$ cat src/rtl/tm1638_pkg.sv
// Shared types and constants for the framed TM1638 transaction engine.
package tm1638_pkg;

  typedef enum logic [3:0] {
    ST_IDLE   = 4'd0,
    ST_SETUP  = 4'd1,
    ST_CMD    = 4'd2,
    ST_WFETCH = 4'd3,
    ST_WBYTE  = 4'd4,
    ST_RWAIT  = 4'd5,
    ST_RBYTE  = 4'd6,
    ST_HOLD   = 4'd7,
    ST_GAP    = 4'd8
  } state_t;

  localparam logic [7:0] CMD_DATA_WR_AUTO = 8'h40;
  localparam logic [7:0] CMD_DATA_RD_KEYS = 8'h42;
  localparam logic [7:0] CMD_ADDR_BASE    = 8'hC0;
  localparam logic [7:0] CMD_DISP_ON      = 8'h88;

  localparam int KEY_BYTES = 4;

  function automatic int max3(input int a, input int b, input int c);
    int m;
    m = (a > b) ? a : b;
    return (m > c) ? m : c;
  endfunction

endpackage

$ cat src/rtl/tm1638_shift.sv
// 8-bit LSB-first serialiser/deserialiser with the sclk half-period counter.
// A byte is sclk low CLK_DIV clocks then high CLK_DIV clocks per bit; sclk idles high.
module tm1638_shift #(
  parameter int CLK_DIV = 4
) (
  input  logic       clk,
  input  logic       rst,
  input  logic       load,
  input  logic [7:0] byte_in,
  input  logic       dir,
  output logic       sclk,
  output logic       dio_out,
  input  logic       dio_in,
  output logic [7:0] byte_out,
  output logic       byte_done
);

  localparam int DIV_W = (CLK_DIV > 1) ? $clog2(CLK_DIV) : 1;
  localparam logic [DIV_W-1:0] DIV_LAST = DIV_W'(CLK_DIV - 1);

  logic             active_r;
  logic             high_r;
  logic [DIV_W-1:0] div_r;
  logic [2:0]       bit_r;
  logic [7:0]       sreg_r;
  logic             phase_end_s;

  assign phase_end_s = active_r && (div_r == DIV_LAST);
  assign byte_done   = phase_end_s && high_r && (bit_r == 3'd7);

  // Bit sequencing: sclk falls with each new bit, read samples shift in at the end of the high phase
  always_ff @(posedge clk or posedge rst) begin
    if (rst) begin
      active_r <= 1'b0;
      high_r   <= 1'b0;
      div_r    <= '0;
      bit_r    <= 3'd0;
      sreg_r   <= 8'h00;
      sclk     <= 1'b1;
      dio_out  <= 1'b1;
    end else if (load) begin
      active_r <= 1'b1;
      high_r   <= 1'b0;
      div_r    <= '0;
      bit_r    <= 3'd0;
      sreg_r   <= {1'b0, byte_in[7:1]};
      sclk     <= 1'b0;
      dio_out  <= dir ? 1'b1 : byte_in[0];
    end else if (active_r) begin
      if (div_r == DIV_LAST) begin
        div_r <= '0;
        if (!high_r) begin
          high_r <= 1'b1;
          sclk   <= 1'b1;
        end else begin
          sreg_r <= {dio_in, sreg_r[7:1]};
          if (bit_r == 3'd7) begin
            active_r <= 1'b0;
          end else begin
            bit_r   <= bit_r + 3'd1;
            high_r  <= 1'b0;
            sclk    <= 1'b0;
            dio_out <= dir ? 1'b1 : sreg_r[0];
          end
        end
      end else begin
        div_r <= div_r + DIV_W'(1);
      end
    end else begin
      sclk <= 1'b1;
    end
  end

  // Completed read byte, held until the next read byte completes
  always_ff @(posedge clk or posedge rst) begin
    if (rst) begin
      byte_out <= 8'h00;
    end else if (byte_done && dir) begin
      byte_out <= {dio_in, sreg_r[7:1]};
    end else begin
      byte_out <= byte_out;
    end
  end

endmodule

$ cat src/rtl/tm1638_xfer.sv
// Framed TM1638 transaction engine: STB low, command byte, N payload bytes, STB high.
// Define TM1638_XFER_RD_SYNC_EN to pass dio_in through a 2-flop synchroniser (needs CLK_DIV>=3).
module tm1638_xfer
  import tm1638_pkg::*;
#(
  parameter int CLK_DIV  = 4,
  parameter int MAX_LEN  = 16,
  parameter int LEN_W    = 5,
  parameter int WAIT_CYC = 8,
  parameter int STB_GAP  = 4
) (
  input  logic             clk,
  input  logic             rst,
  input  logic             start,
  input  logic             rw,
  input  logic [7:0]       cmd,
  input  logic [LEN_W-1:0] len,
  input  logic [7:0]       wr_data,
  input  logic             wr_valid,
  output logic             wr_ready,
  output logic [7:0]       rd_data,
  output logic             rd_valid,
  output logic             busy,
  output logic             done,
  output logic             stb,
  output logic             sclk,
  output logic             dio_out,
  output logic             dio_oe,
  input  logic             dio_in
);

  localparam int CNT_MAX = max3(CLK_DIV, WAIT_CYC, STB_GAP);
  localparam int CNT_W   = $clog2(CNT_MAX + 1);
  localparam logic [CNT_W-1:0] DIV_LAST  = CNT_W'(CLK_DIV - 1);
  localparam logic [CNT_W-1:0] WAIT_LAST = CNT_W'(WAIT_CYC - 1);
  localparam logic [CNT_W-1:0] GAP_LAST  = CNT_W'(STB_GAP - 1);
  localparam logic [LEN_W-1:0] LEN_MAX   = LEN_W'(MAX_LEN);
  localparam logic [LEN_W-1:0] LEN_ONE   = LEN_W'(1);

  state_t           state_r;
  logic [CNT_W-1:0] cnt_r;
  logic [LEN_W-1:0] rem_r;
  logic             rw_r;
  logic [7:0]       cmd_r;
  logic             armed_r;

  logic             load_s;
  logic [7:0]       byte_in_s;
  logic             dir_s;
  logic             byte_done_s;
  logic             din_s;

`ifdef TM1638_XFER_RD_SYNC_EN
  logic [1:0] sync_r;

  // Two-stage synchroniser on the chip's data line
  always_ff @(posedge clk or posedge rst) begin
    if (rst) begin
      sync_r <= 2'b11;
    end else begin
      sync_r <= {sync_r[0], dio_in};
    end
  end

  assign din_s = sync_r[1];
`else
  assign din_s = dio_in;
`endif

  // Shifter control: when a byte starts, what it carries and which direction
  always_comb begin
    load_s    = 1'b0;
    byte_in_s = cmd_r;
    dir_s     = 1'b0;
    case (state_r)
      ST_SETUP:  load_s = (cnt_r == DIV_LAST);
      ST_WFETCH: begin
        load_s    = wr_valid;
        byte_in_s = wr_data;
      end
      ST_RWAIT: begin
        dir_s  = 1'b1;
        load_s = (cnt_r == WAIT_LAST);
      end
      ST_RBYTE: begin
        dir_s  = 1'b1;
        load_s = byte_done_s && (rem_r != LEN_ONE);
      end
      default: load_s = 1'b0;
    endcase
  end

  assign wr_ready = (state_r == ST_WFETCH) && wr_valid;

  // Transaction sequencer; armed_r drops a start that coincides with reset release
  always_ff @(posedge clk or posedge rst) begin
    if (rst) begin
      state_r  <= ST_IDLE;
      cnt_r    <= '0;
      rem_r    <= '0;
      rw_r     <= 1'b0;
      cmd_r    <= 8'h00;
      armed_r  <= 1'b0;
      stb      <= 1'b1;
      busy     <= 1'b0;
      done     <= 1'b0;
      dio_oe   <= 1'b1;
      rd_valid <= 1'b0;
    end else begin
      armed_r  <= 1'b1;
      done     <= 1'b0;
      rd_valid <= 1'b0;
      case (state_r)
        ST_IDLE: begin
          if (start && armed_r) begin
            cmd_r   <= cmd;
            rw_r    <= rw;
            rem_r   <= (len > LEN_MAX) ? LEN_MAX : len;
            cnt_r   <= '0;
            stb     <= 1'b0;
            busy    <= 1'b1;
            state_r <= ST_SETUP;
          end
        end
        ST_SETUP: begin
          if (cnt_r == DIV_LAST) begin
            cnt_r   <= '0;
            state_r <= ST_CMD;
          end else begin
            cnt_r <= cnt_r + CNT_W'(1);
          end
        end
        ST_CMD: begin
          if (byte_done_s) begin
            cnt_r <= '0;
            if (rem_r == '0) begin
              state_r <= ST_HOLD;
            end else if (!rw_r) begin
              state_r <= ST_WFETCH;
            end else begin
              dio_oe  <= 1'b0;
              state_r <= ST_RWAIT;
            end
          end
        end
        ST_WFETCH: begin
          if (wr_valid) begin
            state_r <= ST_WBYTE;
          end
        end
        ST_WBYTE: begin
          if (byte_done_s) begin
            rem_r   <= rem_r - LEN_ONE;
            cnt_r   <= '0;
            state_r <= (rem_r == LEN_ONE) ? ST_HOLD : ST_WFETCH;
          end
        end
        ST_RWAIT: begin
          if (cnt_r == WAIT_LAST) begin
            cnt_r   <= '0;
            state_r <= ST_RBYTE;
          end else begin
            cnt_r <= cnt_r + CNT_W'(1);
          end
        end
        ST_RBYTE: begin
          if (byte_done_s) begin
            rd_valid <= 1'b1;
            rem_r    <= rem_r - LEN_ONE;
            cnt_r    <= '0;
            state_r  <= (rem_r == LEN_ONE) ? ST_HOLD : ST_RBYTE;
          end
        end
        ST_HOLD: begin
          if (cnt_r == DIV_LAST) begin
            cnt_r   <= '0;
            stb     <= 1'b1;
            dio_oe  <= 1'b1;
            state_r <= ST_GAP;
          end else begin
            cnt_r <= cnt_r + CNT_W'(1);
          end
        end
        ST_GAP: begin
          if (cnt_r == GAP_LAST) begin
            cnt_r   <= '0;
            done    <= 1'b1;
            busy    <= 1'b0;
            state_r <= ST_IDLE;
          end else begin
            cnt_r <= cnt_r + CNT_W'(1);
          end
        end
        default: begin
          cnt_r   <= '0;
          stb     <= 1'b1;
          dio_oe  <= 1'b1;
          busy    <= 1'b0;
          state_r <= ST_IDLE;
        end
      endcase
    end
  end

  tm1638_shift #(
    .CLK_DIV (CLK_DIV)
  ) u_shift (
    .clk       (clk),
    .rst       (rst),
    .load      (load_s),
    .byte_in   (byte_in_s),
    .dir       (dir_s),
    .sclk      (sclk),
    .dio_out   (dio_out),
    .dio_in    (din_s),
    .byte_out  (rd_data),
    .byte_done (byte_done_s)
  );

endmodule

$ cat config.mk
export PLATFORM = sky130hd
export DESIGN_NAME = tm1638_xfer
export DESIGN_NICKNAME = d
export VERILOG_FILES = /design/src/rtl/tm1638_pkg.sv /design/src/rtl/tm1638_shift.sv /design/src/rtl/tm1638_xfer.sv
export SDC_FILE = /design/constraint.sdc
export NUM_CORES = 1
export LEC_CHECK = 0
export ABC_CLOCK_PERIOD_IN_PS = 2600
export CORE_UTILIZATION = 54
export DETAILED_ROUTE_END_ITERATION = 10
export PLACE_DENSITY = 0.9
export SETUP_SLACK_MARGIN = 0.02
export SLEW_MARGIN = 20
export SYNTH_ARGS = -nofsm -noshare
export SYNTH_HDL_FRONTEND = slang
export SYNTH_SLANG_ARGS = --single-unit
$ cat constraint.sdc
create_clock -name clk -period 2.6 [get_ports clk]
set_input_delay 0.52 -clock clk [delete_from_list [all_inputs] [get_ports clk]]
set_output_delay 0.52 -clock clk [all_outputs]
set_load 0.1 [all_outputs]
==> flow_metrics.py <==
metrics = {
    "sta": {
        "timing.final.crit_share_pct": 86.2,
        "fin_skew_ns": 0.00715,
        "fin_crit_ns": 2.24,
        "slew_violations": 0,
        "hold_viol": 0,
        "worstMarginPinSlew_ns": 0.665,
        "finalSetupViolCount": 0,
        "rsz0062_at_grt": "false",
        "fin_tns_setup_ns": 0,
        "max_slew_margin_pct": 55.7,
        "max_freq_mhz": 446,
    },
    "route": {
        "vias": 2123,
        "wl_met1_mm": 2.62,
        "wl_per_cell_um": 15.2,
        "top_layer": "met4",
        "dr_wl_met2_mm": 2.74,
        "ant_nets": 0,
        "via_per_inst": 5.71,
        "drc": 0,
        "routed_wl_mm": 5.65,
        "dr.pass1.iters": 4,
        "wl_met3_um": 217,
        "first_iter_violations": 173,
    },
    "die": {
        "die_area_sq_mm": 0.00556,
        "die_h_um": 74.6,
        "pin_count": 43,
        "rows": 26,
        "initial_core_util_pct": 56.0,
        "core_region_area_sq_mm": 0.00507,
        "dieWidth_um": 74.6,
    },
    "placement": {
        "globalplace.congestion": 0.851,
        "hpwl_mm": 4.07,
        "io_buffer_count": 42,
    },
    "cells_and_area": {
        "drive_gt1_share_pct": 20.9,
        "nNetsFinal": 335,
        "final_cell_mix": "dfrtp_1 (49), clkdlybuf4s50_1 (26), mux2i_1 (24)",
        "layout_commonest_cell": "dfrtp_1",
        "num_antenna_cells": 0,
        "seq_area_sq_mm": 0.00133,
        "area_growth_syn_to_layout_pct": 19.1,
        "multi_input_area_sq_mm": 0.00140,
        "fill_cells": 418,
    },
    "critical_path": {
        "cpPeakStageDelay_ns": 0.52,
        "crit_chain": "buf_4, and4bb_2, and2_1, buf_12",
        "crit_path_end_kind": "primary output",
        "crit_slowest_cell": "dfrtp_1",
        "path_class": "register to primary output",
        "worstPathArrival_ns": 1.72,
        "crit_required_ns": 2.08,
        "critPathMaxFanout": 11,
        "start_kind": "register",
    },
    "global_routing": {
        "grt_pass1_vias": 1937,
        "antenna_found_initial": 0,
        "grt_pass1_wl_mm": 9.28,
        "grt_usage_pct": 22.2,
        "grt_overflow": 0,
        "grt_max_degree": 54,
    },
    "yosys": {
        "synth_top_area_share_pct": 43.1,
        "synth_ff_type": "dfrtp_1",
        "syn_nets": 293,
        "synthTopCellsByArea": "dfrtp_1 (43%), mux2i_1 (8.4%), mux2_2 (6.7%)",
        "synth.avg_cell_area_sq_um": 11.0,
        "yosysTopAreaCell": "dfrtp_1",
        "async_flop_share_pct": 100,
        "netlist_area_sq_mm": 0.00284,
        "syn_inst": 259,
        "ys_ff_latch": 53,
        "synth_cell_types": 58,
        "synth_warnings": 0,
        "synth_edf_count": 0,
        "seq_area_frac_synth_pct": 46.8,
    },
    "cts": {
        "cts_hold_buf": 0,
        "cts_root_buf": "clkbuf_8",
        "cts_tree": "done",
        "path_clk_slew_ns": 0.09,
        "cts_resized": 0,
        "post_cts_buffers": 0,
        "cts_sinks": 53,
        "numCtsBuffers": 5,
        "clock_latency_ns": 0.30,
        "h-tree-depth": 2,
        "cts_buffer_depth": 2,
    },
    "pwr": {
        "power_mw": 3.70,
        "power_density_mw_per_mm2": 1090,
        "leakage_nw": 1.56,
        "vdd.ir_drop.worst_v": 0.000551,
    },
    "run": {
        "cap_violations": 0,
    },
    "status": {
        "status": "complete, no violations",
    },
    "worst_hold_path": {
        "holdCritPathClass": "register to register",
    },
}
## state kept, by name (all words and copies together), names as in the netlist, 2 cells and up
signal and flops:
u_shift.div_r 2, u_shift.sreg_r 8, u_shift.bit_r 3, state_r 4, cnt_r 4, rem_r 5
u_shift.byte_out 8, cmd_r 8
## power by group
part	internal [mW]	leakage [nW]	switching, mW	total [mW]
clock	0.217	0.0445	0.263	0.480
combinational	0.781	0.851	1.06	1.84
sequential	1.13	0.661	0.248	1.38
## logic make-up (layout without fill, tap and decap cells)
| family | after synthesis | count (layout) | synth area share, % |
|---|---|---|---|
| xor+xnor | 4 | 4 | 1.23 |
| mux | 42 | 42 | 15.7 |
| fa+ha+maj | 7 | 7 | 3.08 |
| other cells | 1 | 1 | 0.132 |
| simple gates | 74 | 74 | 15.2 |
| buf+inv | 22 | 65 | 4.09 |
| compound gates | 56 | 56 | 13.7 |
| flops | 53 | 53 | 46.8 |
## through the flow
step                area (sq um)  hold slack [ns]  cells  setup slack (ns)  util (%)
detailed placement          3290            0.497    364             0.405      64.9
finish                      3390            0.508    372             0.358      66.8
global route                3390            0.524    372             0.165      66.8
CTS                         3390            0.512    372             0.360      66.8
global placement            3290            0.483    364             0.477      64.9
floorplan                   2840            0.468    259             0.266         -
## synthesized netlist by cell type, types with 3 or more instances
library cell / count
a21o_1: 5
a21oi_1: 13
a2bb2oi_1: 4
a31oi_1: 3
and2_1: 3
and3_1: 5
buf_2: 5
buf_6: 3
clkbuf_1: 5
dfrtp_1: 49
dfstp_2: 4
ha_1: 7
inv_1: 7
mux2_2: 17
mux2i_1: 24
nand2_1: 9
nand2b_1: 4
nand3_1: 3
nor2_1: 20
nor2b_1: 3
nor3_1: 8
nor3b_1: 4
o21ai_0: 13
xnor2_1: 3
## area by class of cell
type | instances | share of cell area, %
multi-input cells | 184 | 41.2
well taps | 70 | 2.58
clock buffers | 7 | 2.55
clock inverters | 1 | 0.222
inverters | 7 | 0.775
repair buffers | 50 | 13.4
flip-flops and latches | 53 | 39.3
## layer usage
layer / GRT usage [%] / vias up
met4: 7.34 / 0
met5: 0 / -
li1: - / 1020
met2: 33.6 / 61
met1: 32.6 / 1034
met3: 3.66 / 8
## worst paths after layout
path | startpoint | end | slack (ns) | cells past startpoint
worst max-delay path | state_r[2] | wr_ready | 0.36 | 4
min in group asynchronous | rst | u_shift.sreg_r[0] | 0.71 | 3
max in group asynchronous | rst | state_r[1] | 1.45 | 3
worst max register to register | u_shift.bit_r[0] | state_r[0] | 0.36 | 6
worst min register to register | cnt_r[0] | cnt_r[0] | 0.51 | 1
worst min-delay path | cnt_r[0] | cnt_r[0] | 0.51 | 1
## critical path, delay by kind of cell, from the launching register on
family | cells | cell delay, ns
flops | 1 | 0.52
simple gates | 2 | 0.50
buf+inv | 2 | 0.40
Note: power is estimated with default switching activity, not from simulation.
